**config.mk**
```make
export PLATFORM = sky130hd
export DESIGN_NAME = serv_ibus_fetch
export DESIGN_NICKNAME = d
export VERILOG_FILES = /design/src/rtl/serv_ibus_fetch.sv
export SDC_FILE = /design/constraint.sdc
export NUM_CORES = 1
export LEC_CHECK = 0
export ABC_AREA = 1
export CORE_ASPECT_RATIO = 0.75
export CORE_MARGIN = 5
export CORE_UTILIZATION = 39
export CTS_CLUSTER_SIZE = 25
export DETAILED_ROUTE_END_ITERATION = 7
export GPL_ROUTABILITY_DRIVEN = 0
export HOLD_SLACK_MARGIN = 0.06
export PLACE_DENSITY = 0.81
export SYNTH_ARGS = -nofsm -noshare
export SYNTH_HDL_FRONTEND = slang
export SYNTH_SLANG_ARGS = --single-unit
```
**constraint.sdc**
```tcl
create_clock -name clk -period 3 [get_ports clk]
set_clock_uncertainty 0.15 [all_clocks]
set_input_delay 0.6 -clock clk [delete_from_list [all_inputs] [get_ports clk]]
set_output_delay 0.6 -clock clk [all_outputs]
set_load 0.05 [all_outputs]
```
**src/rtl/serv_ibus_fetch.sv**
```systemverilog
// SERV instruction fetch: single-beat Wishbone reads on demand. Defining
// SERV_IBUS_PREFETCH_EN adds a one-word speculative prefetch buffer.
module serv_ibus_fetch #(
    parameter logic [31:0] RESET_PC = 32'h0000_0000
) (
    input  logic        clk,
    input  logic        i_rst,
    input  logic        i_fetch_req,
    input  logic [31:0] i_pc,
    input  logic        i_flush,
    output logic [31:0] o_ibus_adr,
    output logic        o_ibus_cyc,
    input  logic [31:0] i_ibus_rdt,
    input  logic        i_ibus_ack,
    output logic [29:0] o_wb_rdt,
    output logic        o_wb_en
);

`ifdef SERV_IBUS_PREFETCH_EN
    typedef enum logic [1:0] {IDLE = 2'd0, DEMAND = 2'd1, SPEC = 2'd2} state_t;
`else
    typedef enum logic [1:0] {IDLE = 2'd0, DEMAND = 2'd1} state_t;
`endif

    state_t      state;
    logic [29:0] req_tag;
    logic        unused_bits;

    assign req_tag = i_pc[31:2];

`ifdef SERV_IBUS_PREFETCH_EN
    logic        buf_vld;
    logic        launch;
    logic        pend;
    logic        discard;
    logic [29:0] buf_tag;
    logic [29:0] buf_dat;
    logic [29:0] pend_tag;
    logic [29:0] nxt_tag;
    logic        hit;
    logic        pend_any;
    logic        drop;
    logic        spec_match;
    logic [29:0] pend_sel;

    // A hit while a word is still being presented is served as a miss so
    // that o_wb_en can never be high on two consecutive cycles.
    assign hit        = buf_vld & ~i_flush & ~o_wb_en & (buf_tag == req_tag);
    assign pend_any   = pend | i_fetch_req;
    assign pend_sel   = pend ? pend_tag : req_tag;
    assign drop       = discard | i_flush;
    assign spec_match = ~drop & (pend_sel == o_ibus_adr[31:2]);
    assign unused_bits = ^{i_pc[1:0], i_ibus_rdt[1:0]};

    always_ff @(posedge clk or posedge i_rst) begin
        if (i_rst) begin
            state      <= IDLE;
            o_ibus_cyc <= 1'b0;
            o_ibus_adr <= '0;
            o_wb_en    <= 1'b0;
            o_wb_rdt   <= '0;
            buf_vld    <= 1'b0;
            launch     <= 1'b1;
            pend       <= 1'b0;
            discard    <= 1'b0;
            nxt_tag    <= RESET_PC[31:2];
        end else begin
            o_wb_en <= 1'b0;
            case (state)
                IDLE: begin
                    if (i_flush)
                        buf_vld <= 1'b0;
                    if (i_fetch_req) begin
                        if (hit) begin
                            o_wb_en  <= 1'b1;
                            o_wb_rdt <= buf_dat;
                            launch   <= 1'b1;
                            nxt_tag  <= req_tag + 30'd1;
                        end else begin
                            launch     <= 1'b0;
                            state      <= DEMAND;
                            o_ibus_cyc <= 1'b1;
                            o_ibus_adr <= {req_tag, 2'b00};
                        end
                    end else if (launch) begin
                        launch     <= 1'b0;
                        state      <= SPEC;
                        o_ibus_cyc <= 1'b1;
                        o_ibus_adr <= {nxt_tag, 2'b00};
                        buf_vld    <= 1'b0;
                        pend       <= 1'b0;
                        discard    <= 1'b0;
                    end
                end
                DEMAND: begin
                    if (i_flush)
                        buf_vld <= 1'b0;
                    if (i_ibus_ack) begin
                        state      <= IDLE;
                        o_ibus_cyc <= 1'b0;
                        o_wb_en    <= 1'b1;
                        o_wb_rdt   <= i_ibus_rdt[31:2];
                        launch     <= 1'b1;
                        nxt_tag    <= o_ibus_adr[31:2] + 30'd1;
                    end
                end
                SPEC: begin
                    if (i_flush)
                        discard <= 1'b1;
                    if (i_fetch_req && !pend)
                        pend <= 1'b1;
                    // Requests arriving mid-flight are resolved against the
                    // in-flight address once the ack arrives.
                    if (i_ibus_ack) begin
                        o_ibus_cyc <= 1'b0;
                        pend       <= 1'b0;
                        discard    <= 1'b0;
                        state      <= IDLE;
                        if (pend_any && spec_match) begin
                            o_wb_en  <= 1'b1;
                            o_wb_rdt <= i_ibus_rdt[31:2];
                            launch   <= 1'b1;
                            nxt_tag  <= o_ibus_adr[31:2] + 30'd1;
                        end else if (pend_any) begin
                            state      <= DEMAND;
                            o_ibus_cyc <= 1'b1;
                            o_ibus_adr <= {pend_sel, 2'b00};
                        end else begin
                            buf_vld <= ~drop;
                        end
                    end
                end
                default: state <= IDLE;
            endcase
        end
    end

    always_ff @(posedge clk) begin
        if (state == SPEC && i_fetch_req && !pend)
            pend_tag <= req_tag;
        if (state == SPEC && i_ibus_ack && !pend_any) begin
            buf_tag <= o_ibus_adr[31:2];
            buf_dat <= i_ibus_rdt[31:2];
        end
    end

`else
    assign unused_bits = ^{RESET_PC, i_flush, i_pc[1:0], i_ibus_rdt[1:0]};

    always_ff @(posedge clk or posedge i_rst) begin
        if (i_rst) begin
            state      <= IDLE;
            o_ibus_cyc <= 1'b0;
            o_ibus_adr <= '0;
            o_wb_en    <= 1'b0;
            o_wb_rdt   <= '0;
        end else begin
            o_wb_en <= 1'b0;
            case (state)
                IDLE: begin
                    if (i_fetch_req) begin
                        state      <= DEMAND;
                        o_ibus_cyc <= 1'b1;
                        o_ibus_adr <= {req_tag, 2'b00};
                    end
                end
                DEMAND: begin
                    if (i_ibus_ack) begin
                        state      <= IDLE;
                        o_ibus_cyc <= 1'b0;
                        o_wb_en    <= 1'b1;
                        o_wb_rdt   <= i_ibus_rdt[31:2];
                    end
                end
                default: state <= IDLE;
            endcase
        end
    end
`endif

endmodule
```
After elaboration in Yosys (flattened, before gate mapping)
Index checks and enable logic that the tools add are counted.
- logic and storage cells: 22
- flip-flop bits (word level): 64
- RAM bits: 0
- memories kept: 0
- bits in read-only memories: 0
- bits in latches: 0
- div/mod/pow operators: 0
- eq/ne operators: 3
- muxes and demuxes: 8
- order comparisons: 0
- bitwise logic cells: 0
- $mul: 0
- add/sub/neg operators: 0
- reduce and logical (&&, ||, !) cells: 6
- shift-type cells: 0
- operators by type and width (cell ; count):
    AND reduction 2 bit ; 3
    2-to-1 mux 1 bit ; 4
    2-to-1 mux 2 bit ; 2
    inequality test 2 bit, second input constant ; 2
    one-hot mux 2 bit (2 select lines) ; 1
    AND reduction 3 bit ; 1
    == test 2 x 1 -> 1 bit, second input constant ; 1
    zero test 2 bit ; 1
    one-hot mux 1 bit (2 select lines) ; 1
    nonzero test 2 bit ; 1

Longest topological paths before layout
Gate-level depths: netlist of run 1.
- word-level depth: 3
- gate-level depth with buffers: 5

Least setup slack after synthesis of run 1
OpenSTA, ideal clock, no wires.
- kind: register to register
- from: register, netlist name o_ibus_cyc
- to: register o_ibus_cyc
- path slack: 1590 ps
- required time: 2720 ps
- stages on the path, launching flop included: 5
- library setup time: 130 ps
- arrival time: 1130 ps
- cells stage by stage: dfrtp_1 inv_2 nand2_1 buf_2 o21ai_0
- RTL lines (element ; line ; RTL):
    to (signal assigned) ; 153 ; o_ibus_cyc <= 1'b0;
    to (signal assigned) ; 163 ; o_ibus_cyc <= 1'b1;
    to (signal assigned) ; 170 ; o_ibus_cyc <= 1'b0;
    to (decl) ; 12 ; output logic o_ibus_cyc,

Final worst setup path of run 1
- from: register o_ibus_adr[11]
- to: output port o_ibus_adr[11]
- RTL lines (element ; line ; RTL):
    from (decl) ; 11 ; output logic [31:0] o_ibus_adr,
    from (signal assigned) ; 164 ; o_ibus_adr <= {req_tag, 2'b00};
No word-level cell between the ends.

==> impl_metrics.env, run 1 <==
export IMPL_status="finished clean"
export IMPL_crit_buf_inv=1
export IMPL_io_pins=133
export IMPL_die_area_mm2=0.00793
export IMPL_yosys_most_used_dff="dfrtp_1"
export IMPL_coreArea_mm2=0.00595
export IMPL_final_util=0.662
export IMPL_dp_hpwl_mm=4.96
export IMPL_crit_slowest_cell="clkdlybuf4s50_1"
export IMPL_critPathArrivalTime_ns=1.54
export IMPL_maxCapViolCount=0
export IMPL_synthTopCellsByArea="dfrtp_1 (64%), nand2_1 (19%), nand3_1 (12%), buf_2 (2.9%), buf_4 (0.62%)"
export IMPL_die_w_um=101
export IMPL_antenna_found_initial=0
export IMPL_yosysUniqueCellTypes=11
export IMPL_drive_above_1_share=0.0602
export IMPL_finalMaxSlewViolations=0
export IMPL_ys_async_sr_fraction=1.00
export IMPL_hold_class="reg -> reg"
export IMPL_synth_edf_count=0
export IMPL_start_util=0.409
export IMPL_gr_total_overflow=0
export IMPL_synth_top_area_share=0.639
export IMPL_vias_per_cell=4.77
export IMPL_post_cts_resized=0
export IMPL_cp_data_required_time_ns=2.25
export IMPL_yosys_warnings=0
export IMPL_peakVddDrop_mv=0.436
export IMPL_post_cts_setup_buffers=0
export IMPL_portBuffers=125
export IMPL_critical_path_cell_chain="clkdlybuf4s50_1"
export IMPL_drt_iter0_markers=109
export IMPL_yosys_area_top_type="dfrtp_1"
export IMPL_layout_nets=463
export IMPL_clock_sinks=62
export IMPL_period_share=0.762
export IMPL_drtPass1Iterations=4
export IMPL_cts_buffer_depth=2
export IMPL_drc=0
export IMPL_cts_buffers=9
export IMPL_total_power_mw=3.19
export IMPL_grt_pass1_vias=2346
export IMPL_min_period_ns=2.29
export IMPL_cts_tree="built"
export IMPL_ant_nets=0
export IMPL_grt_setup_unrepaired="no"
export IMPL_rows=24
export IMPL_instances_no_fill=477
export IMPL_gr_usage_all_layers=0.184
export IMPL_fmax_mhz=438
export IMPL_avgRoutedWirePerCell_um=14.5
export IMPL_synthesis_area_mm2=0.00243
export IMPL_syn2layout_area_growth_pct=61.9
export IMPL_synthCells=269
export IMPL_ys_ff_latch=62
export IMPL_power_density_mw_per_mm2=812
export IMPL_critical_path_class="reg -> out"
export IMPL_finalHoldViolations=0
export IMPL_worstPathMaxFanout=2
export IMPL_cp_slowest_stage_delay_ns=0.84
export IMPL_insertion_delay_ns=0.32
export IMPL_synth_most_common_cell="nand2_1"
export IMPL_p_leak_nw=1.92
export IMPL_setup_viol=0
export IMPL_clkTransAtPathRegs_ns=0.07
export IMPL_dp_cells=461
export IMPL_vias=2275
export IMPL_worst_hold_slack_ns=0.321
export IMPL_cts_htree_levels=3
export IMPL_start_kind="flop"
export IMPL_worst_slew_pin_slew_ns=0.609
export IMPL_antenna_cells=0
export IMPL_grt_max_degree=36
export IMPL_ys_seq_area_frac=0.639
export IMPL_grt_pass1_wl_mm=11.3
export IMPL_cp_top_family="buffers and inverters"
export IMPL_chipHeight_um=78.4
export IMPL_routed_wl_mm=6.92
export IMPL_syn_mean_instance_area_um2=9.03
export IMPL_netlist_top_cells_count="nand2_1 (122), dfrtp_1 (62), nand3_1 (60)"
export IMPL_endpoint_kind="primary output"
export IMPL_cts_root_buf="clkbuf_8"
export IMPL_cts_hold_buf=0
export IMPL_slew_headroom=0.593
export IMPL_fin_setup_tns_ns=0
## state kept, by name, summed over array words and instances (netlist names)
| register | cells |
|---|---|
| o_ibus_adr | 30 |
| o_ibus_cyc | 1 |
| o_wb_en | 1 |
| o_wb_rdt | 30 |
## kinds of logic (layout without fill, tap and decap cells)
| group | Yosys count | after routing | synth area share |
|---|---|---|---|
| flip-flops | 62 | 62 | 0.639 |
| AND/OR/NAND/NOR | 182 | 182 | 0.312 |
| AO/OA/AOI/OAI | 1 | 1 | 0.00206 |
| buffers and inverters | 23 | 152 | 0.0458 |
| other | 1 | 2 | 0.00154 |
## power by group
part	leakage [nW]	switching (mW)	total [mW]	internal (mW)
Clock	0.0904	0.301	0.683	0.382
Sequential	0.766	0.0970	1.11	1.02
Combinational	1.06	0.939	1.40	0.460
## cell usage in the layout (no fill, tap or decap)
master and count:
clkbuf_8 9, inv_1 1, clkinvlp_4 1, clkdlybuf4s50_1 124, dfrtp_1 62, nand3_1 60, bufinv_16 1, clkinv_2 2
inv_2 2, buf_4 8, nand2_1 122, conb_1 2, buf_12 1, clkbuf_1 3, o21ai_0 1
## final cells by class
cell class | count | area (µm²)
Clock inverter | 4 | 47.5
Timing Repair Buffer | 133 | 1320
Inverter | 3 | 11.3
Multi-Input combinational cell | 185 | 771
Fill cell | 506 | 2010
Clock buffer | 12 | 135
Tap cell | 78 | 97.6
Sequential cell | 62 | 1550
## final timing paths
check / to / startpoint / slack (ns) / cells after the start
min in group asynchronous: o_wb_rdt[26] / i_rst / 0.52 / 2
max in group asynchronous: o_wb_rdt[13] / i_rst / 1.59 / 3
worst min-delay path: o_ibus_adr[29] / o_ibus_adr[29] / 0.32 / 2
worst max register to register: o_ibus_adr[23] / o_ibus_cyc / 1.37 / 6
worst min register to register: o_ibus_adr[29] / o_ibus_adr[29] / 0.32 / 2
worst max-delay path: o_ibus_adr[11] / o_ibus_adr[11] / 0.71 / 1
## stage by stage
step           cell area [µm²]  setup slack (ns)
2_1_floorplan             2430             0.709
3_3_place_gp              3750             0.934
3_5_place_dp              3750             0.894
4_1_cts                   3940             0.694
5_1_grt                   3940             0.643
6_report                  3940             0.715
## per-layer routing
layer	GRT usage	vias up	routed length (µm)
li1	-	1101	-
met1	0.214	1069	2940
met2	0.291	98	3180
met3	0.103	7	732
met4	0.0544	0	78
met5	0	-	0
(Power assumes the default switching activity.)
==> run 2, diff against run 1 <==
==> constraint.sdc (replaced) <==
create_clock -name clk -period 2.4 [get_ports clk]
set_clock_uncertainty 0.15 [all_clocks]
set_input_delay 0.48 -clock clk [delete_from_list [all_inputs] [get_ports clk]]
set_output_delay 0.48 -clock clk [all_outputs]
set_load 0.05 [all_outputs]
==> run 2 against run 1 <==
Net effect:
- cell count shrank 0.42%
- hold slack got worse by 0.0018 ns
- die area is the same
- register-to-register slack worse by 0.56 ns
- worst setup slack got worse by 0.45 ns
- via count shrank 0.40%
- critical path depth stayed put
- sequential power grew 25%
- global-route usage is 0.17 points lower
- total power rose by 24%
- utilization rose by 0.27 points
- largest cell class unchanged
- highest routed layer unchanged
==> impl_metrics.env, run 2 (synthesis results as in run 1) <==
export IMPL_status="finished clean"
export IMPL_comb_power_share=0.444
export IMPL_dp_hpwl_mm=5.05
export IMPL_fin_setup_tns_ns=0
export IMPL_seq_power_share=0.351
export IMPL_cts_buffers=9
export IMPL_cts_tree="built"
export IMPL_die_area_mm2=0.00793
export IMPL_endpoint_kind="primary output"
export IMPL_slew_headroom=0.644
export IMPL_clock_sinks=62
export IMPL_finalMaxSlewViolations=0
export IMPL_clkTransAtPathRegs_ns=0.07
export IMPL_crit_slowest_cell="clkdlybuf4s50_1"
export IMPL_post_cts_resized=0
export IMPL_cp_startpoint="o_wb_rdt[13]"
export IMPL_avgRoutedWirePerCell_um=14.8
export IMPL_critical_path_class="reg -> out"
export IMPL_vias_per_cell=4.77
export IMPL_cts_root_buf="clkbuf_8"
export IMPL_syn2layout_area_growth_pct=62.6
export IMPL_worst_slack_ns=0.263
export IMPL_drive_above_1_share=0.0605
export IMPL_grt_pass1_vias=2258
export IMPL_p_int_mw=2.30
export IMPL_instances_no_fill=475
export IMPL_pre_cts_ws_ns=0.473
export IMPL_fmax_mhz=468
export IMPL_critPathArrivalTime_ns=1.51
export IMPL_layout_nets=463
export IMPL_start_util=0.409
export IMPL_cp_slowest_stage_delay_ns=0.81
export IMPL_insertion_delay_ns=0.33
export IMPL_gr_usage_all_layers=0.182
export IMPL_setup_viol=0
export IMPL_gr_total_overflow=0
export IMPL_drc=0
export IMPL_io_pins=133
export IMPL_rows=24
export IMPL_worstPathMaxFanout=2
export IMPL_swShare=0.419
export IMPL_power_density_mw_per_mm2=1000
export IMPL_cts_hold_buf=0
export IMPL_worstHoldStart="o_ibus_adr[30]"
export IMPL_maxCapViolCount=0
export IMPL_antenna_cells=0
export IMPL_grt_setup_unrepaired="no"
export IMPL_peakVddDrop_mv=0.452
export IMPL_crit_buf_inv=1
export IMPL_finalHoldViolations=0
export IMPL_grt_pass1_wl_mm=11.2
export IMPL_coreArea_mm2=0.00595
export IMPL_cts_htree_levels=3
export IMPL_top_regs="o_ibus_adr: 30 flops, o_wb_rdt: 30 flops"
export IMPL_hold_class="reg -> reg"
export IMPL_start_kind="flop"
export IMPL_final_common_cell="clkdlybuf4s50_1"
export IMPL_period_share=0.890
export IMPL_drt_iter0_markers=97
export IMPL_die_w_um=101
export IMPL_post_cts_setup_buffers=0
export IMPL_p_leak_nw=1.93
export IMPL_dp_cells=461
export IMPL_critical_path_cell_chain="clkdlybuf4s50_1"
export IMPL_clkPwrFrac=0.205
export IMPL_chipHeight_um=78.4
export IMPL_p_switching_mw=1.66
export IMPL_cts_buffer_depth=2
export IMPL_antenna_found_initial=0
export IMPL_cp_data_required_time_ns=1.77
export IMPL_min_period_ns=2.14
export IMPL_grt_max_degree=41
export IMPL_vias=2266
export IMPL_total_power_mw=3.96
export IMPL_routed_wl_mm=7.02
export IMPL_drtPass1Iterations=5
export IMPL_portBuffers=125
export IMPL_ant_nets=0
export IMPL_worst_slew_pin_slew_ns=0.533
export IMPL_worstReg2RegStart="o_ibus_cyc"
export IMPL_cp_top_family="buffers and inverters"
export IMPL_final_cell_mix="clkdlybuf4s50_1 (124), nand2_1 (122), dfrtp_1 (62)"
## run 2: final timing paths
| check | to | slack [ns] | cells after the start |
|---|---|---|---|
| worst max register to register | o_wb_rdt[5] | 0.81 | 5 |
| min in group asynchronous | o_wb_rdt[14] | 0.34 | 2 |
| worst min register to register | o_ibus_adr[30] | 0.32 | 2 |
| max in group asynchronous | o_ibus_adr[5] | 1.16 | 3 |
| worst max-delay path | o_wb_rdt[13] | 0.26 | 1 |
| worst min-delay path | o_ibus_adr[30] | 0.32 | 2 |
## run 2: stage by stage
stage	cell area, µm²	hold slack [ns]	util
after detailed placement	3780	0.308	0.635
final	3950	0.319	0.665
after global placement	3780	0.303	0.635
after CTS	3950	0.323	0.665
after global routing	3950	0.342	0.665
after floorplan	2430	0.439	-
## run 2: layout make-up
class                      instances  area (µm²)
clock buffer                      13         169
clock inverter                     1        5.00
fill                             500        1990
inverter                           3        11.3
multi-input combinational        185         771
sequential                        62        1550
tap                               78        97.6
timing repair buffer             133        1350
## run 2: power groups by stage
stage	registers (mW)	clock network (mW)	logic, mW
6_report	1.39	0.814	1.76
5_1_grt	1.42	0.903	1.85
4_1_cts	1.39	0.850	1.78
3_5_place_dp	1.41	0	1.77
3_3_place_gp	1.40	0	1.75
2_1_floorplan	2.20	0	0.289
## run 2: metal layers
layer | track usage | routed length [µm]
met1 | 0.216 | 2870
met2 | 0.282 | 3180
met3 | 0.0983 | 886
met4 | 0.0637 | 82
met5 | 0 | 0
==> run 3, diff against run 2 <==
--- a/config.mk
+++ b/config.mk
@@ -14,6 +14,7 @@
 export GPL_ROUTABILITY_DRIVEN = 0
 export HOLD_SLACK_MARGIN = 0.06
 export PLACE_DENSITY = 0.81
+export SLEW_MARGIN = 10
 export SYNTH_ARGS = -nofsm -noshare
 export SYNTH_HDL_FRONTEND = slang
 export SYNTH_SLANG_ARGS = --single-unit
==> results of run 3 <==
The final DEF is identical to that of run 2; final timing and power are the same.
